$ cat config.mk
export PLATFORM = sky130hd
export DESIGN_NAME = multicycle_controller
export DESIGN_NICKNAME = d
export VERILOG_FILES = /design/src/rtl/mc_pkg.sv /design/src/rtl/mc_alu_decode.sv /design/src/rtl/multicycle_controller.sv
export SDC_FILE = /design/constraint.sdc
export NUM_CORES = 1
export LEC_CHECK = 0
export BUFFER_PORTS_ARGS = -buffer_cell sky130_fd_sc_hd__buf_2
export CELL_PAD_IN_SITES_DETAIL_PLACEMENT = 0
export CELL_PAD_IN_SITES_GLOBAL_PLACEMENT = 2
export CORE_MARGIN = 2
export CORE_UTILIZATION = 26
export DETAILED_ROUTE_END_ITERATION = 8
export PLACE_DENSITY = 0.86
export SETUP_SLACK_MARGIN = 0.02
export SLEW_MARGIN = 15
export SYNTH_ARGS = -nofsm -noshare
export SYNTH_HDL_FRONTEND = slang
export SYNTH_HIERARCHICAL = 1
export SYNTH_SLANG_ARGS = --single-unit
$ cat constraint.sdc
create_clock -name clk -period 2.2 [get_ports clk]
set_input_delay 0.33 -clock clk [delete_from_list [all_inputs] [get_ports clk]]
set_output_delay 0.33 -clock clk [all_outputs]
set_load 0.02 [all_outputs]
$ cat src/rtl/mc_pkg.sv
// Shared types and constants for the multicycle controller: FSM states, ISA opcode/funct
// fields, ALU codes and datapath mux encodings.
package mc_pkg;

    typedef enum logic [3:0] {
        S_FETCH   = 4'd0,
        S_DECODE  = 4'd1,
        S_MEMADR  = 4'd2,
        S_MEMRD   = 4'd3,
        S_MEMWB   = 4'd4,
        S_MEMWR   = 4'd5,
        S_RTYPEEX = 4'd6,
        S_RTYPEWB = 4'd7,
        S_BEQEX   = 4'd8,
        S_ADDIEX  = 4'd9,
        S_ADDIWB  = 4'd10,
        S_JEX     = 4'd11,
        S_HALT    = 4'd12
    } state_e;

    localparam logic [5:0] OP_RTYPE = 6'b000000;
    localparam logic [5:0] OP_ADDI  = 6'b001000;
    localparam logic [5:0] OP_LB    = 6'b100000;
    localparam logic [5:0] OP_SB    = 6'b101000;
    localparam logic [5:0] OP_BEQ   = 6'b000100;
    localparam logic [5:0] OP_J     = 6'b000010;

    localparam logic [5:0] FUNCT_ADD = 6'b100000;
    localparam logic [5:0] FUNCT_SUB = 6'b100010;
    localparam logic [5:0] FUNCT_AND = 6'b100100;
    localparam logic [5:0] FUNCT_OR  = 6'b100101;
    localparam logic [5:0] FUNCT_SLT = 6'b101010;

    localparam logic [2:0] ALU_ADD = 3'b010;
    localparam logic [2:0] ALU_SUB = 3'b110;
    localparam logic [2:0] ALU_AND = 3'b000;
    localparam logic [2:0] ALU_OR  = 3'b001;
    localparam logic [2:0] ALU_SLT = 3'b111;
    localparam logic [2:0] ALU_NOP = 3'b101;

    // ALU_NONE drives alucont to 000 in states that do not use the ALU.
    typedef enum logic [1:0] {
        ALUOP_NONE  = 2'b00,
        ALUOP_ADD   = 2'b01,
        ALUOP_SUB   = 2'b10,
        ALUOP_FUNCT = 2'b11
    } aluop_e;

    localparam logic [1:0] SRCB_RT     = 2'b00;
    localparam logic [1:0] SRCB_FOUR   = 2'b01;
    localparam logic [1:0] SRCB_IMM    = 2'b10;
    localparam logic [1:0] SRCB_BRANCH = 2'b11;

    localparam logic [1:0] PCSRC_ALU    = 2'b00;
    localparam logic [1:0] PCSRC_ALUOUT = 2'b01;
    localparam logic [1:0] PCSRC_JUMP   = 2'b10;

    function automatic logic is_mem_state(input state_e s);
        return (s == S_FETCH) || (s == S_MEMRD) || (s == S_MEMWR);
    endfunction

endpackage

$ cat src/rtl/mc_alu_decode.sv
// Combinational ALU control: maps the FSM's ALU request and the R-type funct field to the
// 3-bit alucont code. An undefined funct yields ALU_NOP.
module mc_alu_decode
    import mc_pkg::*;
(
    input  logic [1:0] aluop_i,
    input  logic [5:0] funct_i,
    output logic [2:0] alucont_o
);

    always_comb begin
        alucont_o = 3'b000;
        case (aluop_i)
            ALUOP_ADD: alucont_o = ALU_ADD;
            ALUOP_SUB: alucont_o = ALU_SUB;
            ALUOP_FUNCT: begin
                case (funct_i)
                    FUNCT_ADD: alucont_o = ALU_ADD;
                    FUNCT_SUB: alucont_o = ALU_SUB;
                    FUNCT_AND: alucont_o = ALU_AND;
                    FUNCT_OR:  alucont_o = ALU_OR;
                    FUNCT_SLT: alucont_o = ALU_SLT;
                    default:   alucont_o = ALU_NOP;
                endcase
            end
            default: alucont_o = 3'b000;
        endcase
    end

endmodule

$ cat src/rtl/multicycle_controller.sv
// Moore controller for the shared-memory multicycle datapath with ready-handshaked memory and
// a memory-wait timeout. Define MC_ILLOP_TRAP_EN to trap unknown opcodes/functs into HALT.
module multicycle_controller
    import mc_pkg::*;
#(
    parameter int MEMWAIT_MAX = 15,
    parameter int WAITW       = 4
) (
    input  logic       clk,
    input  logic       reset,
    input  logic [5:0] op,
    input  logic [5:0] funct,
    input  logic       zero,
    input  logic       mem_ready,
    output logic       pcen,
    output logic       iord,
    output logic       memread,
    output logic       memwrite,
    output logic       irwrite,
    output logic       regdst,
    output logic       memtoreg,
    output logic       regwrite,
    output logic       alusrca,
    output logic [1:0] alusrcb,
    output logic [1:0] pcsrc,
    output logic [2:0] alucont,
    output logic       instr_done,
    output logic       mem_err,
`ifdef MC_ILLOP_TRAP_EN
    output logic       illop,
`endif
    output logic [3:0] state_o
);

    state_e           state_q, state_d;
    logic [WAITW-1:0] wait_q, wait_d;
    logic             mem_err_q, mem_err_d;
`ifdef MC_ILLOP_TRAP_EN
    logic             illop_q, illop_d;
`endif

    aluop_e aluop;
    logic   op_known, timeout;
    logic   pcwrite_raw, branch_raw, memread_raw, memwrite_raw;
    logic   irwrite_raw, regwrite_raw, done_raw;

    assign op_known = (op == OP_RTYPE) || (op == OP_ADDI) || (op == OP_LB) ||
                      (op == OP_SB) || (op == OP_BEQ) || (op == OP_J);

    assign timeout = (MEMWAIT_MAX != 0) && is_mem_state(state_q) && !mem_ready &&
                     (wait_q == WAITW'(MEMWAIT_MAX));

    mc_alu_decode u_alu_decode (
        .aluop_i   (aluop),
        .funct_i   (funct),
        .alucont_o (alucont)
    );

    // NOTE: sequential state uses non-blocking assignments so every register samples
    // pre-edge values; blocking here would create order-dependent simulation races.
    always_ff @(posedge clk) begin
        if (reset) begin
            state_q   <= S_FETCH;
            wait_q    <= '0;
            mem_err_q <= 1'b0;
`ifdef MC_ILLOP_TRAP_EN
            illop_q   <= 1'b0;
`endif
        end else begin
            state_q   <= state_d;
            wait_q    <= wait_d;
            mem_err_q <= mem_err_d;
`ifdef MC_ILLOP_TRAP_EN
            illop_q   <= illop_d;
`endif
        end
    end

    always_comb begin
        state_d   = state_q;
        mem_err_d = mem_err_q;
`ifdef MC_ILLOP_TRAP_EN
        illop_d   = illop_q;
`endif
        case (state_q)
            S_FETCH:   if (mem_ready) state_d = S_DECODE;
            S_DECODE: begin
                case (op)
                    OP_RTYPE:      state_d = S_RTYPEEX;
                    OP_ADDI:       state_d = S_ADDIEX;
                    OP_LB, OP_SB:  state_d = S_MEMADR;
                    OP_BEQ:        state_d = S_BEQEX;
                    OP_J:          state_d = S_JEX;
                    default: begin
`ifdef MC_ILLOP_TRAP_EN
                        state_d = S_HALT;
                        illop_d = 1'b1;
`else
                        state_d = S_FETCH;
`endif
                    end
                endcase
            end
            S_MEMADR:  state_d = (op == OP_LB) ? S_MEMRD : S_MEMWR;
            S_MEMRD:   if (mem_ready) state_d = S_MEMWB;
            S_MEMWR:   if (mem_ready) state_d = S_FETCH;
            S_RTYPEEX: begin
                state_d = S_RTYPEWB;
`ifdef MC_ILLOP_TRAP_EN
                // The decoder returns ALU_NOP only for an undefined funct.
                if (alucont == ALU_NOP) begin
                    state_d = S_HALT;
                    illop_d = 1'b1;
                end
`endif
            end
            S_ADDIEX:  state_d = S_ADDIWB;
            S_MEMWB, S_RTYPEWB, S_BEQEX, S_ADDIWB, S_JEX: state_d = S_FETCH;
            S_HALT:    state_d = S_HALT;
            default:   state_d = S_FETCH;
        endcase
        if (timeout) begin
            state_d   = S_HALT;
            mem_err_d = 1'b1;
        end
    end

    // Counts stalled cycles of the current memory access; any state change restarts it.
    always_comb begin
        wait_d = wait_q;
        if (!is_mem_state(state_q) || mem_ready || (state_d != state_q)) begin
            wait_d = '0;
        end else if (wait_q != WAITW'(MEMWAIT_MAX)) begin
            wait_d = wait_q + WAITW'(1);
        end
    end

    // NOTE: every output gets a default before the case so no path leaves a value
    // unassigned, which would otherwise infer a latch.
    always_comb begin
        pcwrite_raw  = 1'b0;
        branch_raw   = 1'b0;
        memread_raw  = 1'b0;
        memwrite_raw = 1'b0;
        irwrite_raw  = 1'b0;
        regwrite_raw = 1'b0;
        done_raw     = 1'b0;
        iord         = 1'b0;
        regdst       = 1'b0;
        memtoreg     = 1'b0;
        alusrca      = 1'b0;
        alusrcb      = SRCB_RT;
        pcsrc        = PCSRC_ALU;
        aluop        = ALUOP_NONE;
        case (state_q)
            S_FETCH: begin
                memread_raw = 1'b1;
                alusrcb     = SRCB_FOUR;
                aluop       = ALUOP_ADD;
                pcwrite_raw = mem_ready;
                irwrite_raw = mem_ready;
            end
            S_DECODE: begin
                alusrcb = SRCB_BRANCH;
                aluop   = ALUOP_ADD;
`ifndef MC_ILLOP_TRAP_EN
                done_raw = !op_known;
`endif
            end
            S_MEMADR: begin
                alusrca = 1'b1;
                alusrcb = SRCB_IMM;
                aluop   = ALUOP_ADD;
            end
            S_MEMRD: begin
                memread_raw = 1'b1;
                iord        = 1'b1;
            end
            S_MEMWB: begin
                memtoreg     = 1'b1;
                regwrite_raw = 1'b1;
                done_raw     = 1'b1;
            end
            S_MEMWR: begin
                memwrite_raw = 1'b1;
                iord         = 1'b1;
                done_raw     = mem_ready;
            end
            S_RTYPEEX: begin
                alusrca = 1'b1;
                aluop   = ALUOP_FUNCT;
            end
            S_RTYPEWB: begin
                regdst       = 1'b1;
                regwrite_raw = 1'b1;
                done_raw     = 1'b1;
            end
            S_BEQEX: begin
                alusrca    = 1'b1;
                aluop      = ALUOP_SUB;
                pcsrc      = PCSRC_ALUOUT;
                branch_raw = 1'b1;
                done_raw   = 1'b1;
            end
            S_ADDIEX: begin
                alusrca = 1'b1;
                alusrcb = SRCB_IMM;
                aluop   = ALUOP_ADD;
            end
            S_ADDIWB: begin
                regwrite_raw = 1'b1;
                done_raw     = 1'b1;
            end
            S_JEX: begin
                pcsrc       = PCSRC_JUMP;
                pcwrite_raw = 1'b1;
                done_raw    = 1'b1;
            end
            default: ;
        endcase
    end

    // Reset is synchronous, so the enables are masked while it is high to abort cleanly.
    assign pcen       = (pcwrite_raw | (branch_raw & zero)) & ~reset;
    assign memread    = memread_raw  & ~reset;
    assign memwrite   = memwrite_raw & ~reset;
    assign irwrite    = irwrite_raw  & ~reset;
    assign regwrite   = regwrite_raw & ~reset;
    assign instr_done = done_raw     & ~reset;
    assign mem_err    = mem_err_q;
    assign state_o    = state_q;
`ifdef MC_ILLOP_TRAP_EN
    assign illop      = illop_q;
`endif

endmodule

# After elaboration in Yosys (flattened, before gate mapping)
# Index checks and enable logic that the tools add are counted.
[word_totals]
ff_bits = 9
inputBits = 16
output_inout_bits = 22
wordCells = 89
[op_classes]
addsub = 1
n_eq_ne = 28
muxes = 23
bitwise = 9
n_reduce_logical = 25
[op_table]
columns = ["op", "count"]
rows = [
  ["== test 6 bit, second input constant", 7],
  ["one-hot mux 4 bit (8 select lines)", 1],
  ["== test 4 bit, second input constant", 6],
  ["one-hot mux 4 bit (5 select lines)", 1],
  ["== test 4 x 3 -> 1 bit, second input constant", 4],
  ["two-way mux 4 bit", 4],
  ["one-hot mux 3 bit (5 select lines)", 1],
  ["one-hot mux 2 bit (3 select lines)", 2],
  ["OR reduction 2 bit", 5],
  ["logical OR 1 bit", 9],
  ["two-way mux 1 bit", 9],
  ["one-hot mux 3 bit (3 select lines)", 1],
  ["== test 4 x 2 -> 1 bit, second input constant", 2],
  ["OR reduction 4 bit", 2],
  ["bitwise AND 1 bit", 7],
  ["== test 6 x 2 -> 1 bit, second input constant", 1],
  ["== test 6 x 3 -> 1 bit, second input constant", 1],
  ["== test 6 x 4 -> 1 bit, second input constant", 1],
  ["zero test 6 bit", 1],
  ["OR reduction 5 bit", 1],
  ["adder 4 x 1 -> 4 bit, second input constant", 1],
  ["== test 2 bit, second input constant", 2],
  ["== test 4 x 1 -> 1 bit, second input constant", 1],
  ["zero test 4 bit", 1],
  ["12 further kinds", 15],
]

# Logic depth before layout (Yosys ltp)
[depth]
word_depth = 9
ltp_mapped = 6
mapped_depth_nobuf = 5

# Hierarchy
# The synthesis kept the hierarchy.
[by_module_without_submodules]
columns = ["module", "instances", "cells_per_inst", "area_each_um2", "seq_area_each_um2"]
rows = [
  ["multicycle_controller", 1, 123, 934.6, 180.2],
  ["mc_alu_decode", 1, 12, 82.6, 0.0],
]

# Least setup slack after synthesis
# OpenSTA, ideal clock, no wires.
[synth_path]
path_type = "reg2out"
startpoint = "register state_q[1], in the netlist state_o[1]"
endpoint = "output alucont[1]"
arrival_time_ns = 1.905
required_ns = 1.870
slack_ns = -0.035
path_stages_with_launch = 7
path_buffers = 2
cell_sequence = "dfxtp_1 > buf_2 > buf_2 > mux2i_1 > nor2b_1 > nand3b_1 > o41ai_2"
[synth_via]
elab_chain_len = 5
elab_cells_between_ends = 12
classes_between = "eq/ne (8); mux (2); reduce/logical (2)"
[synth_lines]
columns = ["element", "line_no", "text"]
rows = [
  ["from (decl)", "multicycle_controller.sv:35", "state_e state_q, state_d;"],
  ["from (signal assigned)", "multicycle_controller.sv:70", "state_q <= state_d;"],
  ["== test 4 x 1 -> 1 bit (tied with other cells)", "multicycle_controller.sv:155", "case (state_q)"],
  ["OR reduction 4 bit (no line)", "--", ""],
  ["one-hot mux 2 bit (3 select lines) (*)", "multicycle_controller.sv:155", ""],
  ["named net aluop[1]", "multicycle_controller.sv:42", "aluop_e aluop;"],
  ["== test 2 bit or == test 2 x 1 -> 1 bit (tied branches)", "mc_alu_decode.sv:13", "case (aluop_i)"],
  ["one-hot mux 3 bit (3 select lines) (*)", "mc_alu_decode.sv:13", ""],
  ["to (decl)", "multicycle_controller.sv:26", "output logic [2:0] alucont,"],
]
# Mark *: on every way through the listed nets, which the timed path passes. The rest lies on a longest branch.

# Worst setup path in the final report
# Same ends and word-level chain as after synthesis.

==> metrics.txt <==
utilization after layout=0.349; Max-Cap Viols=0; final WL=2800 um; syn nets=152; compound-gate portion of the synthesized area=0.258; switch share=0.292; die width=66.6 um; Final #Nets=186; post-synthesis xor/xnor area fraction=0.0603; CTS Hold Bufs=0; Slew HR=0.745; simple-gate share of the synthesized area=0.362; Die Height=66.6 um; first-pass GRT wire length=4640 um; Post-CTS Setup Inserts=0; routed vias=1092; Net Sw Power=139 uW; R2R depth=5; Post-synth EDFFs=0; Avg Cell Area, Syn=7.54 sq um; Setup Skew=0.00628 ns; PwrDens=367 mW/mm^2; Top FF cell, synth=dfxtp_1; FF+latch area=183 sq um; Ant. Diodes=0; fillcell total=427; Yosys reg bits=9; Hold Path Class=primary input to flop; maximum clock path buffer count=2; most common cell in the netlist=a21oi_1; largest family of logic cells by synthesized area=simple AND/OR/NAND/NOR gates; gpl congestion=0.796; io pins=38; antenna violations before repair=0; clock root cell=clkbuf_8; area of the multi-input gates=769 sq um; CTS tree=yes; routed len/inst=13.0 um; Post-route DRC=0; Synth top area share=0.177; largest cells by area after synthesis=dfxtp_1 18%, a21oi_1 5.9%, nor3_1 4.4%; status=finished, final reports clean; Synth Warn #=6; Final setup viols=0; Comb power frac=0.231; layout cells sized above 1=0.339; initial DRC count=43; Crit Path Max Fanout=22; drt first pass iters=4; Final Hold Viols=0; H-tree depth=1; Async SR Flop Fraction=0; crit path DAT=1.74 ns; Worst setup EP type=primary output; GR Util All Layers=0.134; Final Critical Period=2.07 ns; Die ar.=0.00443 sq mm; clock latency on the worst-skew pair=0.24 ns; WP data required=1.87 ns; CTS Buf Count=3; hold depth=2; initial core utilization=0.274; mux cell area share after synthesis=0.0406; GRT overflow=0; synthesis-to-layout area growth=27.4%; vias in the first global route=1035; setup tns final=0 ns; Site Rows=22; register clock-pin slew on the reported worst setup and hold paths=0.05 ns; sequential cell area fraction in the yosys report=0.177; startpoint types=flop; Crit Path Category=flop to primary output; Antenna Nets Post-Route=0; Slew Limit Fails=0; IR drop worst, VDD=258 uV; Synth Instances=135; Post-synth top cells=12 x a21oi_1, 10 x nor2_1, 9 x dfxtp_1, 9 x nor3_1; vias per cell=5.06; RSZ-0062 raised after global routing=false; clk sinks=9; total core area=0.00372 sq mm; largest net degree at the start of global routing=23; fin crit share=0.939; Cell Area, Synth=0.00102 sq mm; Worst Max-Slew Pin Slew=0.383 ns; post-cts sizing count=0; post-synth cell types=49; cell-internal power=337 uW; DP Wirelength=2160 um; Lkg Pwr=0.000530 uW; sequential power share=0.367; Synth area leader=dfxtp_1; FMAX=484 MHz; Synth Area in Adders=0.0221; I/O Buffers=37; clock power share=0.402
final cells by class:
class	instances	share of cell area
clock inverters	1	0.00386
clock buffers	3	0.0319
multi-input cells	109	0.594
flip-flops and latches	9	0.141
inverters	5	0.0145
repair buffers	41	0.169
well taps	48	0.0463
power groups by stage:
stage	combinational (uW)	sequential (uW)	clock (uW)
floorplan	74.2	176	0
global placement	109	177	0
detailed placement	111	177	0
CTS	111	174	198
global route	121	175	209
finish	110	175	191
per-layer routing:
layer / wire length, um / GRT usage / part of all wire
met1: 1310 / 0.161 / 0.47
met2: 1310 / 0.240 / 0.47
met3: 177 / 0.0355 / 0.063
met4: 0 / 0.0230 / 0
met5: 0 / 0 / 0
cells in the final DEF, fill, tap and decap left out, drive strengths merged, types with 2 or more instances in the layout:
cell type and n:
xnor2 5, clkbuf 3, nor4b 2, xor2 2
nor3b 5, nand3 3, nor3 9, buf 41
and3 2, inv 5, nand2b 7, dfxtp 9
nor2b 4, nor2 10, a21o 2, o211a 2
nand2 8, o21ai 7, nor4 2, o41ai 2
a21oi 12, mux2i 3
worst max-delay path, cell delays in order (launching register included):
cell and delay, ns:
dfxtp_1 0.38, buf_6 0.22, nand2_1 0.14, o211a_1 0.19
xnor2_1 0.27, o41ai_4 0.12, buf_2 0.17
final timing paths:
kind,to,slack [ns],start
min,mem_err,0.44,reset
max reg2reg,state_o[1],0.56,state_o[0]
min reg2reg,mem_err,0.47,mem_err
max,alucont[1],0.13,state_o[1]
per-stage QoR:
stage               area [sq um]  power, uW  instances  worst slack, ns  hold WS (ns)
floorplan                   1030        250        135           0.0381         0.411
global placement            1240        286        212            0.337         0.447
detailed placement          1240        288        212            0.284         0.461
CTS                         1290        483        216           0.0331         0.432
global route                1300        505        216           0.0321         0.472
finish                      1300        476        216            0.134         0.437
registers in the layout, summed over array words and instances, names as in the netlist:
signal / count
state_o: 4
mem_err: 1
wait_q: 4
logic make-up (layout without fill, tap and decap cells):
family,after synthesis,after routing
muxes,4,4
adders and majority gates,2,2
DFF,9,9
buffers and inverters,17,50
AOI/OAI and AO/OA,35,35
xor gates and xnor gates,7,7
and+or+nand+nor,61,61
No activity file was read; power rests on OpenSTA's default activity.
